<file path="src/rtl/pipe_ctrl_pkg.sv">
// Shared types and constants for the pipeline stall/flush sequencer:
// FSM state encoding, default memory timeout and the per-stage control bundle.
package pipe_ctrl_pkg;

  typedef enum logic [1:0] {
    ST_RUN      = 2'd0,
    ST_MEM_WAIT = 2'd1,
    ST_HALT     = 2'd2
  } pipe_state_e;

  localparam int MEM_TIMEOUT_DEFAULT = 16;

  typedef struct packed {
    logic pc_write;
    logic ifid_write;
    logic ifid_flush;
    logic idex_bubble;
    logic stage_hold;
  } pipe_ctrl_t;

  // Canonical control patterns, one per resolved pipeline condition.
  localparam pipe_ctrl_t CTRL_IDLE  = '{1'b1, 1'b1, 1'b0, 1'b0, 1'b0};
  localparam pipe_ctrl_t CTRL_HOLD  = '{1'b0, 1'b0, 1'b0, 1'b0, 1'b1};
  localparam pipe_ctrl_t CTRL_FLUSH = '{1'b1, 1'b1, 1'b1, 1'b1, 1'b0};
  localparam pipe_ctrl_t CTRL_STALL = '{1'b0, 1'b0, 1'b0, 1'b1, 1'b0};

endpackage

</file>
<file path="src/rtl/sat_counter.sv">
// Saturating up-counter: counts inc cycles and sticks at all-ones.
module sat_counter #(
  parameter int WIDTH = 32
) (
  input  logic             clk,
  input  logic             rst_n,
  input  logic             inc,
  output logic [WIDTH-1:0] count
);

  always_ff @(posedge clk or negedge rst_n) begin
    if (!rst_n) begin
      count <= '0;
    end else if (inc && (count != {WIDTH{1'b1}})) begin
      count <= count + 1'b1;
    end
  end

endmodule

</file>
<file path="src/rtl/pipeline_stall_controller.sv">
// Stall/flush sequencer for the 5-stage pipeline with memory-wait timeout.
// Optional feature macro: PIPE_PERF_CNT_EN builds the saturating performance counters.
module pipeline_stall_controller
  import pipe_ctrl_pkg::*;
#(
  parameter int MEM_TIMEOUT = MEM_TIMEOUT_DEFAULT,
  parameter int CNT_W       = 32
) (
  input  logic             clk,
  input  logic             rst_n,
  input  logic             load_use_stall,
  input  logic             branch_taken,
  input  logic             dmem_req,
  input  logic             dmem_ready,
  output logic             pc_write,
  output logic             ifid_write,
  output logic             ifid_flush,
  output logic             idex_bubble,
  output logic             stage_hold,
  output logic             halt,
  output logic [CNT_W-1:0] stall_cycles,
  output logic [CNT_W-1:0] flush_count,
  output logic [CNT_W-1:0] memwait_cycles
);

  localparam int              WAIT_W    = $clog2(MEM_TIMEOUT + 1);
  localparam logic [WAIT_W-1:0] WAIT_LAST = WAIT_W'(MEM_TIMEOUT - 1);

  pipe_state_e       state_q;
  logic [WAIT_W-1:0] wait_cnt;
  logic              halt_q;
  logic              frz;
  pipe_ctrl_t        ctrl;

  assign frz = dmem_req & ~dmem_ready;

  // NOTE: every always_comb output gets a default first so no path can infer a latch.
  always_comb begin
    ctrl = CTRL_IDLE;
    if (!rst_n) begin
      ctrl = CTRL_IDLE;
    end else if (state_q == ST_HALT) begin
      ctrl = CTRL_HOLD;
    end else if (frz) begin
      // EX and ID are held, so branch/load-use requests persist to the release cycle.
      ctrl = CTRL_HOLD;
    end else if (branch_taken) begin
      ctrl = CTRL_FLUSH;
    end else if (load_use_stall) begin
      ctrl = CTRL_STALL;
    end
  end

  assign pc_write    = ctrl.pc_write;
  assign ifid_write  = ctrl.ifid_write;
  assign ifid_flush  = ctrl.ifid_flush;
  assign idex_bubble = ctrl.idex_bubble;
  assign stage_hold  = ctrl.stage_hold;
  assign halt        = halt_q;

  // NOTE: sequential state uses non-blocking assignments so all flops update together.
  always_ff @(posedge clk or negedge rst_n) begin
    if (!rst_n) begin
      state_q  <= ST_RUN;
      wait_cnt <= '0;
      halt_q   <= 1'b0;
    end else begin
      case (state_q)
        ST_RUN: begin
          if (frz) begin
            state_q  <= ST_MEM_WAIT;
            wait_cnt <= WAIT_W'(1);
          end
        end
        ST_MEM_WAIT: begin
          // A ready arriving in the timeout cycle releases rather than halts.
          if (!frz) begin
            state_q  <= ST_RUN;
            wait_cnt <= '0;
          end else if (wait_cnt == WAIT_LAST) begin
            state_q <= ST_HALT;
            halt_q  <= 1'b1;
          end else begin
            wait_cnt <= wait_cnt + 1'b1;
          end
        end
        ST_HALT: begin
          state_q <= ST_HALT;
        end
        default: begin
          state_q  <= ST_RUN;
          wait_cnt <= '0;
        end
      endcase
    end
  end

`ifdef PIPE_PERF_CNT_EN
  logic stall_inc;
  logic flush_inc;
  logic memwait_inc;

  assign stall_inc   = ctrl.idex_bubble & ~ctrl.ifid_flush;
  assign flush_inc   = ctrl.ifid_flush;
  assign memwait_inc = frz & (state_q != ST_HALT);

  sat_counter #(.WIDTH(CNT_W)) u_stall_cnt (
    .clk   (clk),
    .rst_n (rst_n),
    .inc   (stall_inc),
    .count (stall_cycles)
  );

  sat_counter #(.WIDTH(CNT_W)) u_flush_cnt (
    .clk   (clk),
    .rst_n (rst_n),
    .inc   (flush_inc),
    .count (flush_count)
  );

  sat_counter #(.WIDTH(CNT_W)) u_memwait_cnt (
    .clk   (clk),
    .rst_n (rst_n),
    .inc   (memwait_inc),
    .count (memwait_cycles)
  );
`else
  assign stall_cycles   = '0;
  assign flush_count    = '0;
  assign memwait_cycles = '0;
`endif

endmodule

</file>
<file path="config.mk">
export PLATFORM = sky130hd
export DESIGN_NAME = pipeline_stall_controller
export DESIGN_NICKNAME = d
export VERILOG_FILES = /design/src/rtl/pipe_ctrl_pkg.sv /design/src/rtl/sat_counter.sv /design/src/rtl/pipeline_stall_controller.sv
export SDC_FILE = /design/constraint.sdc
export NUM_CORES = 1
export LEC_CHECK = 0
export CORE_MARGIN = 2
export CORE_UTILIZATION = 29
export CTS_BUF_LIST = sky130_fd_sc_hd__clkbuf_2 sky130_fd_sc_hd__clkbuf_4 sky130_fd_sc_hd__clkbuf_8
export DETAILED_ROUTE_END_ITERATION = 7
export GPL_TIMING_DRIVEN = 0
export PLACE_DENSITY = 0.78
export SLEW_MARGIN = 20
export SYNTH_ARGS = -nofsm -noshare
export SYNTH_HDL_FRONTEND = slang
export SYNTH_SLANG_ARGS = --single-unit
</file>
<file path="constraint.sdc">
create_clock -name clk -period 1.5 [get_ports clk]
set_input_delay 0.15 -clock clk [delete_from_list [all_inputs] [get_ports clk]]
set_output_delay 0.15 -clock clk [all_outputs]
set_load 0.02 [all_outputs]
</file>
# == Word-level counts from Yosys, hierarchy flattened ==
# Index checks and enable logic that the tools add are counted.
# op_classes
n_addsub,1
mul,0
n_div,0
order_cmp,0
eq_ne,6
shifts,0
n_mux,13
bitwise,3
reduce_logical,4
# ops
cell,n
5-bit 2-to-1 mux,8
5-bit case mux with 3 select lines,1
2-bit 2-to-1 mux,3
"3-bit != test, second input constant",2
2-bit case mux with 3 select lines,1
3-bit AND reduction,2
"5-bit by 1-bit adder with 5-bit output, second input constant",1
"5-bit by 4-bit == test with 1-bit output, second input constant",1
"2-bit by 1-bit == test with 1-bit output, second input constant",1
"2-bit == test, second input constant",1
2-bit zero test,1
"2-bit != test, second input constant",1
1-bit inverter,2
2-bit AND reduction,1
1-bit AND,1
# totals
register_bits,8
latch_bits,0
mem_bits_rw,0
rom_bits,0
in_bits,6
output_inout_bits,102
elab_cells,30
n_memories,0

# == Depth between registers and ports, before layout ==
# Gate-level depths: netlist (run 1).
# logic_depth
ltp_word,5
mapped_depth,6
ltp_nobuf,6

# == Worst setup path after synthesis (run 1) ==
# OpenSTA, ideal clock, no wires.
# synth_timing
path_kind,register -> register
startpoint,register wait_cnt[0]
endpoint,register wait_cnt[3]
arrival_ns,1.481
slack_ns,-0.063
stages_incl_launch_ff,7
synth_period_minus_slack_ns,1.563
cell_sequence,dfrtp_1 ha_1 and3_1 ha_1 nand4b_1 xor2_1 o22ai_1
# synth_via
elab_chain_len,4
word_cells_on_any_way,7
cone_classes,add/sub: 1; eq/ne: 2; mux: 3; reduce/logical: 1
# synth_rtl
element,line,text
"start, declared",pipeline_stall_controller.sv:30,logic [WAIT_W-1:0] wait_cnt;
"start signal, assigned",pipeline_stall_controller.sv:84,wait_cnt <= wait_cnt + 1'b1;
5-bit by 1-bit adder with 5-bit output,pipeline_stall_controller.sv:84,
5-bit 2-to-1 mux,pipeline_stall_controller.sv:80,end else if (wait_cnt == WAIT_LAST) begin
5-bit 2-to-1 mux,pipeline_stall_controller.sv:77,if (!frz) begin
5-bit case mux with 3 select lines,pipeline_stall_controller.sv:68,case (state_q)
# Parallel ways exist; a longest one is shown, timed or not. The select of a mux whose other input is x is not followed.
# A chain may end at the register's enable or synchronous reset.

# == Worst setup path in the final report (run 1) ==
# layout_timing
startpoint,register wait_cnt[1]
endpoint,register wait_cnt[3]
# The elaborated chain is that of the path after synthesis.

==> summary.md, run 1 <==
| Metric | Value |
|---|---|
| Via Count | `just over 900` |
| Period utilisation layout | `between 90% and 100%` |
| Die W | `68.9 microns` |
| Worst r2r src | `wait_cnt[1]` |
| Cts bufs inserted | `3` |
| IO Port Bufs | `11` |
| RSZ-0062 raised after global routing | `yes` |
| CP Capture Type | `register` |
| H-tree Lvls | `1` |
| Yosys Warn Count | `0` |
| Via density | `between 2 and 3` |
| Max-cap violation count | `0` |
| Status | `completed` |
| # setup viols final | `0` |
| CTS tree | `done` |
| Layout Nets | `272` |
| Placed Cells | `approximately 300` |
| Finished Layout Cells | `~310` |
| Post-synth top area cell | `buf_4` |
| Area contributors post-synth | `buf_4, dfrtp_1, nand2_1, ha_1, a21oi_4` |
| Top-area cell type share of the netlist area | `slightly below 60%` |
| IR drop worst, VDD | `around 0.27 mV` |
| Pwr dens | `roughly 560 nW/um^2` |
| Initial DRC count | `5` |
| GRT overflow | `0` |
| Global-route wire length before repair | `2.73 mm` |
| CTS max path bufs | `2` |
| # IOs | `between 100 and 150` |
| Synth Instances | `approximately 150` |
| Post-Synthesis Cell Area | `between 1000 and 1500 sq um` |
| Hold_sp | `halt` |
| Clk slew on worst S/H paths | `about 0.04 ns` |
| Mean Syn Cell Area | `between 8 and 9 sq um` |
| GRT Resource Usage Total | `under 10%` |
| Crit path kind | `register to register` |
| Area delta synth->final | `51.9%` |
| Routed length per instance | `between 6 and 7 microns` |
| Final Hold Viols | `0` |
| Min-Delay Path Class | `register to register` |
| Diodes inserted | `0` |
| Synth unique cells | `30` |
| Seq cells post-synth | `8` |
| Peak Freq | `678 MHz` |
| Skew-Pair Late Insertion Delay | `roughly 0.23 ns` |
| Hold path depth | `1` |
| Worst clock skew | `0.00349 ns` |
| Worst hold slack | `roughly 0.47 ns` |
| Dpl hpwl | `between 1.5 and 2 mm` |
| Total Wirelength | `2.11 mm` |
| First drt pass iteration count | `3` |
| CTS Sinks | `8` |
| Critical Path Start | `wait_cnt[1]` |
| Pin count of the biggest net entering global routing | `13` |
| Row Count | `23` |
| Root buf cell | `clkbuf_8` |
| Vias in the first global route | `677` |
| Antenna violations before repair | `0` |
| Die height | `between 60 and 70 microns` |
| Crit path time final | `1.47 ns` |
| Max FO, Critical Path | `5` |
| Data arrival time of the critical path | `1.58 ns` |
| Initial Utilization | `about 30%` |
| GP Congestion | `a little under 0.7` |
| Count of pins over their slew limit | `0` |
| Sequential-to-total area share from yosys stat | `16.4%` |
| Final ANT Viol Nets | `0` |
| Static Leak | `1.16 nW` |
| CP Launch Type | `register` |
| Layout cells sized above 1 | `between 40% and 50%` |
| DRC | `0` |
| Critical Path RT | `between 1.5 and 2 ns` |
| Reg2reg path depth | `6` |
| Final Core Density | `between 40% and 50%` |
| FF-to-FF setup slack | `approximately 0.026 ns` |
| Die area | `between 4000 and 5000 sq um` |
| Core area | `slightly above 4000 sq um` |
[Yosys cell counts (all sizes together)]
library cell	number
buf	99
dfrtp	8
nand2	7
o21ai	4
ha	2
inv	2
nand2b	2
nor2b	2
o22ai	2
a21oi	1
a2bb2oi	1
and2	1
and3	1
and4	1
conb	1
mux2	1
mux2i	1
nand3	1
nand4b	1
nor2	1
nor3b	1
o2111a	1
o21bai	1
o2bb2ai	1
or3b	1
xnor2	1
xor2	1
[critical path, cell delays in order, from the launching register on]
cell      delay (ns)
dfrtp_1         0.38
ha_2            0.19
and3_4          0.15
ha_4            0.17
nand4b_1        0.18
xor2_1          0.17
o22ai_1         0.10
[per-layer routing]
| metal | share of wire [%] | up-vias | GRT usage, % |
|---|---|---|---|
| met5 | 0 | - | 0 |
| met4 | 1.6 | 0 | 3.68 |
| met3 | 18 | 4 | 4.06 |
| met2 | 50 | 60 | 14.1 |
| met1 | 31 | 364 | 7.41 |
| li1 | - | 503 | - |
[final timing paths]
| check | to |
|---|---|
| setup reg to reg | wait_cnt[3] |
| max in group asynchronous | wait_cnt[1] |
| hold reg to reg | halt |
| min in group asynchronous | halt |
| setup / recovery | wait_cnt[3] |
| hold / removal | halt |
[cell usage in the layout, fill, tap and decap left out, drive strengths merged, types with 2 or more instances in the layout]
master,n
ha,2
dlygate4sd3,2
conb,96
nand2,7
buf,105
clkdlybuf4s50,5
dfrtp,8
o22ai,2
o21ai,4
nand2b,2
inv,2
nor2b,2
clkbuf,7
[sequential cells by signal (all words and copies together), names as in the netlist]
signal	cells
state_q	2
halt	1
wait_cnt	5
[power breakdown]
| group | leakage [nW] | internal [mW] | total (mW) | switching (mW) |
|---|---|---|---|---|
| clock | 0.0216 | 0.174 | 0.264 | 0.0892 |
| sequential | 0.107 | 0.226 | 0.231 | 0.00518 |
| combinational | 1.03 | 0.232 | 0.536 | 0.304 |
[kinds of logic after synthesis]
kind of cell | count (synthesis) | synth area share, %
compound gates | 11 | 7.47
simple gates | 19 | 9.11
flops | 8 | 16.4
mux | 2 | 1.74
fa+ha+maj | 2 | 2.05
other cells | 1 | 0.307
xor+xnor | 2 | 1.43
buf+inv | 101 | 61.5
[metrics by stage]
step | setup TNS, ns | setup slack, ns | total power, mW | instance area (sq um)
floorplan | 0 | 0.00227 | 0.698 | 1580
global placement | -2.31 | -0.474 | 0.742 | 1750
detailed placement | -2.46 | -0.488 | 0.746 | 1750
CTS | -0.00505 | -0.00505 | 1.02 | 1840
global route | -0.0602 | -0.0398 | 1.09 | 1860
finish | 0 | 0.0262 | 1.03 | 1860
[cell type report]
| type | count | area [sq um] |
|---|---|---|
| Tap cell | 50 | 62.6 |
| Clock buffer | 3 | 41.3 |
| Fill cell | 410 | 2170 |
| Buffer | 99 | 744 |
| Inverter | 2 | 7.51 |
| Timing Repair Buffer | 18 | 143 |
| Sequential cell | 8 | 200 |
| Multi-Input combinational cell | 132 | 658 |
[repair_timing]
action / 4_1_cts / 5_1_grt
setup buffers: 4 / 1
hold buffers: 0 / 2
endpoints found under the hold margin: 0 / 4
pin swaps: 5 / 1
endpoints found under the setup margin: 8 / 8
resized for setup: 15 / 9
Power figures use the tool's default switching activity.
==> run 2: changes to the inputs <==
--- a/config.mk
+++ b/config.mk
@@ -6,11 +6,11 @@
 export NUM_CORES = 1
 export LEC_CHECK = 0
 export CORE_MARGIN = 2
-export CORE_UTILIZATION = 29
+export CORE_UTILIZATION = 32
 export CTS_BUF_LIST = sky130_fd_sc_hd__clkbuf_2 sky130_fd_sc_hd__clkbuf_4 sky130_fd_sc_hd__clkbuf_8
 export DETAILED_ROUTE_END_ITERATION = 7
 export GPL_TIMING_DRIVEN = 0
-export PLACE_DENSITY = 0.78
+export PLACE_DENSITY = 0.82
 export SLEW_MARGIN = 20
 export SYNTH_ARGS = -nofsm -noshare
 export SYNTH_HDL_FRONTEND = slang
==> constraint.sdc (replaced) <==
create_clock -name clk -period 1.6 [get_ports clk]
set_input_delay 0.16 -clock clk [delete_from_list [all_inputs] [get_ports clk]]
set_output_delay 0.16 -clock clk [all_outputs]
set_load 0.02 [all_outputs]
==> summary.md, run 2 (synthesis gave the netlist of run 1 again) <==
| Metric | Value |
|---|---|
| Status | `completed` |
| Family with the most delay on the worst path | `flip-flops` |
| Via Count | `913 (-1.9%)` |
| Die area | `4330 sq um (-8.8%)` |
| Clock network fraction of total power | `25.6% (about the same)` |
| Cts bufs inserted | `3 (unchanged)` |
| Share of power burned in registers | `22.8% (+0.4 points)` |
| Pint | `0.589 mW (-6.8%)` |
| CP peak stage delay | `0.38 ns (about the same)` |
| Largest register FFs | `5 (unchanged)` |
| Routed length per instance | `6.56 microns (-3.0%)` |
| Worst hold slack | `0.483 ns (+0.0117 ns)` |
| Layout Nets | `269 (-1.1%)` |
| CTS tree | `done` |
| Initial DRC count | `8 (+3)` |
| GP Congestion | `0.729 (+5.8%)` |
| Area delta synth->final | `50.5%` |
| Worst clock skew | `0.00603 ns (+0.00254 ns)` |
| Top reg by flops | `wait_cnt` |
| Peak Freq | `655 MHz (-3.5%)` |
| Root buf cell | `clkbuf_8` |
| Most frequent cells in the layout | `buf_4, conb_1, dfrtp_1, nand2_1, clkdlybuf4s50_1` |
| Most common cell after layout, fill and taps aside | `buf_4` |
| FILL cells | `377 (-8.0%)` |
| Sw frac | `38.6% (-0.12 points)` |
| Period utilisation layout | `95.4% (-2.8 points)` |
| Placed Cells | `300 (-0.66%)` |
| Crit path cell chain | `ha_2 -> and3_4 -> ha_4 -> mux2_2 -> nand3_1 -> o21ai_1` |
| Max-cap violation count | `0 (unchanged)` |
| Switching pwr | `0.369 mW (-7.3%)` |
| CP Launch Type | `register` |
| Die W | `65.8 microns (-4.5%)` |
| Finished Layout Cells | `307 (-1.6%)` |
| Initial Utilization | `33.4% (+3.0 points)` |
| Layout cells sized above 1 | `43.6% (-2.6 points)` |
| Combinational Power Share | `51.6% (-0.4 points)` |
| GRT Resource Usage Total | `8.70% (+0.83 points)` |
| Skew-Pair Late Insertion Delay | `0.23 ns (about the same)` |
| Antenna violations before repair | `0 (unchanged)` |
| Static Leak | `1.15 nW (-0.98%)` |
| Pwr dens | `521 nW/um^2 (-6.1%)` |
| Data arrival time of the critical path | `1.63 ns (+0.05 ns)` |
| H-tree Lvls | `1 (unchanged)` |
| Total Wirelength | `2.01 mm (-4.5%)` |
| Max FO, Critical Path | `7 (+2)` |
| Area after DPL | `1750 sq um (-0.29%)` |
| Min-Delay Path Class | `register to register` |
| Multi-input gate area | `647 sq um (-1.7%)` |
| # IOs | `108 (unchanged)` |
| Crit path kind | `register to register` |
| Slowest CP cell | `dfrtp_1` |
| CP Capture Type | `register` |
| GRT overflow | `0 (unchanged)` |
| CTS Sinks | `8 (unchanged)` |
| # setup viols final | `0 (unchanged)` |
| DRC | `0 (unchanged)` |
| Count of pins over their slew limit | `0 (unchanged)` |
| Final Hold Viols | `0 (unchanged)` |
| Core area | `3660 sq um (-9.1%)` |
| Design area | `1840 sq um (-0.94%)` |
| Diodes inserted | `0 (unchanged)` |
| Critical Path RT | `1.71 ns (+0.11 ns)` |
| Clk slew on worst S/H paths | `0.04 ns (about the same)` |
| IR drop worst, VDD | `0.226 mV (-16%)` |
| Final ANT Viol Nets | `0 (unchanged)` |
| Crit path time final | `1.53 ns (+0.0533 ns)` |
| Via density | `2.97 (-0.34%)` |
| Vias in the first global route | `705 (+4.1%)` |
| Row Count | `22 (-4.3%)` |
| Pin count of the biggest net entering global routing | `11 (-2)` |
| Die height | `65.8 microns (-4.5%)` |
| Dpl hpwl | `1.74 mm (+0.14%)` |
| Global-route wire length before repair | `2.85 mm (+4.6%)` |
| Critical path buffer and inverter count | `0 (unchanged)` |
| First drt pass iteration count | `4 (+1)` |
| Register area | `200 sq um (unchanged)` |
| CTS max path bufs | `2 (unchanged)` |
| IO Port Bufs | `11 (unchanged)` |
==> run 2: changes by cell type in the layout (fill, tap and decap cells not counted), sizes merged <==
cell and change:
dlygate4sd2 +4, clkbuf -4, buf -3
==> run 2: per-layer routing <==
| metal | share of wire, % | vias up | GRT usage (%) | wire length, microns |
|---|---|---|---|---|
| met4 | 1.3 | 0 | 3.13 | 27 |
| li1 | - | 498 | - | - |
| met1 | 32 | 354 | 8.76 | 637 |
| met3 | 16 | 4 | 4.09 | 314 |
| met5 | 0 | - | 0 | 0 |
| met2 | 51 | 57 | 15.5 | 1030 |
==> run 2: final timing paths <==
| check | start | cells past startpoint | endpoint | slack [ns] |
|---|---|---|---|---|
| max | wait_cnt[1] | 6 | wait_cnt[1] | 0.07 |
| min | halt | 1 | halt | 0.48 |
| max reg2reg | wait_cnt[1] | 6 | wait_cnt[1] | 0.07 |
| min reg2reg | halt | 1 | halt | 0.48 |
| max in group asynchronous | rst_n | 2 | halt | 0.78 |
| min in group asynchronous | rst_n | 2 | wait_cnt[3] | 0.49 |
==> run 2: power by group through the flow <==
stage	Sequential (mW)	Combinational [mW]	Clock [mW]
finish	0.218	0.494	0.246
global route	0.219	0.529	0.258
CTS	0.219	0.476	0.248
detailed placement	0.222	0.477	0
global placement	0.221	0.475	0
floorplan	0.222	0.432	0
==> run 2: layout make-up <==
cell class / count / area share (%)
clock buffer: 3 / 2.24
sequential: 8 / 10.9
tap: 48 / 3.27
multi-input combinational: 132 / 35.2
buffer: 99 / 40.5
inverter: 2 / 0.408
timing repair buffer: 15 / 7.55
==> run 2: through the flow <==
stage | worst slack, ns | TNS (ns) | utilization, % | total power, mW
5_1_grt | -0.00892 | -0.00892 | 50.2 | 1.01
2_1_floorplan | 0.0371 | 0 | - | 0.654
4_1_cts | 0.00578 | 0 | 49.6 | 0.944
6_report | 0.0728 | 0 | 50.2 | 0.958
3_5_place_dp | -0.431 | -2.03 | 47.8 | 0.699
3_3_place_gp | -0.417 | -1.87 | 47.8 | 0.696
==> run 2: what timing repair did <==
item,4_1_cts,5_1_grt
pin swaps,1,2
setup endpoints to repair,7,2
endpoints found under the hold margin,2,0
hold buffers,2,0
resized for setup,13,2
setup buffers,0,2
==> run 3: changes to the inputs <==
--- a/config.mk
+++ b/config.mk
@@ -5,7 +5,6 @@
 export SDC_FILE = /design/constraint.sdc
 export NUM_CORES = 1
 export LEC_CHECK = 0
-export CORE_MARGIN = 2
 export CORE_UTILIZATION = 32
 export CTS_BUF_LIST = sky130_fd_sc_hd__clkbuf_2 sky130_fd_sc_hd__clkbuf_4 sky130_fd_sc_hd__clkbuf_8
 export DETAILED_ROUTE_END_ITERATION = 7
==> summary.md, run 3 (synthesis gave the netlist of run 1 again) <==
| Metric | Value |
|---|---|
| Finished Layout Cells | `305 (-0.65%)` |
| Worst hold slack | `-0.0136 ns (-0.497 ns)` |
| Reg2reg path depth | `6 (unchanged)` |
| Data arrival time of the critical path | `1.69 ns (+0.06 ns)` |
| Via density | `2.93 (-1.3%)` |
| Failing checks | `hold timing` |
| CTS max path bufs | `2 (unchanged)` |
| Antenna violations before repair | `0 (unchanged)` |
| Final ANT Viol Nets | `0 (unchanged)` |
| Min-Delay Path Class | `input pin to async pin` |
| Layout Nets | `267 (-0.74%)` |
| Sw frac | `38.2% (-0.37 points)` |
| Cts bufs inserted | `3 (unchanged)` |
| Skew-Pair Late Insertion Delay | `0.23 ns (about the same)` |
| Max FO, Critical Path | `7 (unchanged)` |
| Period utilisation layout | `96.7% (+1.3 points)` |
| Vias in the first global route | `674 (-4.4%)` |
| Pwr dens | `525 nW/um^2 (+0.82%)` |
| Share of power burned in registers | `22.8% (about the same)` |
| Max-cap violation count | `0 (unchanged)` |
| First drt pass iteration count | `4 (unchanged)` |
| Initial Utilization | `33.4% (unchanged)` |
| GP Congestion | `0.769 (+5.4%)` |
| Switching pwr | `0.364 mW (-1.4%)` |
| Crit path time final | `1.55 ns (+0.0207 ns)` |
| Critical Path End | `wait_cnt[3]` |
| Critical Path Start | `wait_cnt[1]` |
| # IOs | `108 (unchanged)` |
| Area delta synth->final | `48.6%` |
| CP Launch Type | `register` |
| Top reg by flops | `wait_cnt` |
| Critical Path RT | `1.74 ns (+0.03 ns)` |
| Total Wirelength | `1.87 mm (-7.1%)` |
| DRC | `0 (unchanged)` |
| Worst r2r src | `wait_cnt[1]` |
| Combinational Power Share | `52.0% (+0.4 points)` |
| Count of pins over their slew limit | `0 (unchanged)` |
| Initial DRC count | `13 (+5)` |
| IR drop worst, VDD | `0.257 mV (+14%)` |
| GRT overflow | `0 (unchanged)` |
| Layout cells sized above 1 | `44.0% (+0.34 points)` |
| Placed Cells | `300 (unchanged)` |
| Diodes inserted | `0 (unchanged)` |
| Clk slew on worst S/H paths | `0.04 ns (about the same)` |
| CTS Sinks | `8 (unchanged)` |
| RR Endpoint | `wait_cnt[3]` |
| Core area | `3660 sq um (unchanged)` |
| Pin count of the biggest net entering global routing | `13 (+2)` |
| Die area | `4070 sq um (-6.0%)` |
| Largest register FFs | `5 (unchanged)` |
| Routed length per instance | `6.13 microns (-6.4%)` |
| H-tree Lvls | `1 (unchanged)` |
| Dpl hpwl | `1.65 mm (-5.1%)` |
| Via Count | `895 (-2.0%)` |
| Root buf cell | `clkbuf_8` |
| Peak Freq | `646 MHz (-1.3%)` |
| Die height | `63.8 microns (-3.0%)` |
| # setup viols final | `0 (unchanged)` |
| Clock network fraction of total power | `25.2% (-0.4 points)` |
| Status | `finished with violations` |
| Global-route wire length before repair | `2.81 mm (-1.4%)` |
| IO Port Bufs | `11 (unchanged)` |
| FF-to-FF setup slack | `0.05 ns (-0.02 ns)` |
| CP Capture Type | `register` |
| Die W | `63.8 microns (-3.0%)` |
| Final Hold Viols | `8 (+8)` |
| Crit path kind | `register to register` |
| Row Count | `22 (unchanged)` |
| Most common cell after layout, fill and taps aside | `buf_4` |
| GRT Resource Usage Total | `8.97% (+0.27 points)` |
| Pint | `0.590 mW (+0.18%)` |
| Total negative setup slack | `0 ns (unchanged)` |
| Static Leak | `1.14 nW (-0.56%)` |
| Worst clock skew | `0.00511 ns (-0.000913 ns)` |
| CTS tree | `done` |
| Most frequent cells in the layout | `buf_4, conb_1, dfrtp_1, nand2_1, clkdlybuf4s50_1` |
[run 3: layer usage]
layer	vias up	global-route usage (%)	part of all wire (%)
met3	3	5.54	15
met4	0	2.56	0.37
li1	492	-	-
met2	63	15.7	52
met5	-	0	0
met1	337	8.71	33
[run 3: repair_timing]
| action | in CTS | in global routing |
|---|---|---|
| pin swaps | 0 | 3 |
| gates resized for setup | 11 | 4 |
| cloned | 0 | 0 |
| hold buffers | 0 | 0 |
| setup buffers | 1 | 1 |
| endpoints found under the setup margin | 7 | 3 |
[run 3: area by class of cell]
type / count / area (sq um)
plain buffers: 99 / 744
well taps: 48 / 60.1
fillers: 369 / 1840
repair buffers: 13 / 113
multi-input cells: 132 / 651
inverters: 2 / 7.51
clock buffers: 3 / 41.3
flip-flops and latches: 8 / 200
[run 3: worst min path at each step]
stage               start     endpoint  slack (ns)  depth (start not counted)
floorplan           rst_n         halt       -0.14                          0
global placement     halt         halt        0.47                          1
detailed placement   halt         halt        0.47                          1
CTS                 rst_n  wait_cnt[2]       0.001                          1
global route        rst_n  wait_cnt[2]        0.02                          1
finish              rst_n  wait_cnt[2]       -0.01                          1
[run 3: critical path: stages (launching register included)]
cell and delay, ns:
dfrtp_1 0.40, ha_2 0.20, and3_4 0.15, ha_4 0.19, nand4b_1 0.18, xor2_1 0.16
o22ai_1 0.18
[run 3: power by group through the flow]
stage / logic, mW / clock network, mW / registers [mW]
floorplan: 0.432 / 0 / 0.222
global placement: 0.475 / 0 / 0.222
detailed placement: 0.476 / 0 / 0.222
CTS: 0.479 / 0.252 / 0.217
global route: 0.531 / 0.264 / 0.219
finish: 0.496 / 0.241 / 0.218
[run 3: stage by stage]
stage               power (mW)  hold slack, ns  area, sq um  util (%)  setup WS (ns)
floorplan                0.654          -0.136         1580         -         0.0371
global placement         0.696           0.466         1750      47.8         -0.415
detailed placement       0.699           0.468         1750      47.8         -0.422
CTS                      0.948         0.00112         1800      49.2         0.0260
global route              1.01          0.0179         1820      49.6        -0.0212
finish                   0.955         -0.0136         1820      49.6         0.0521
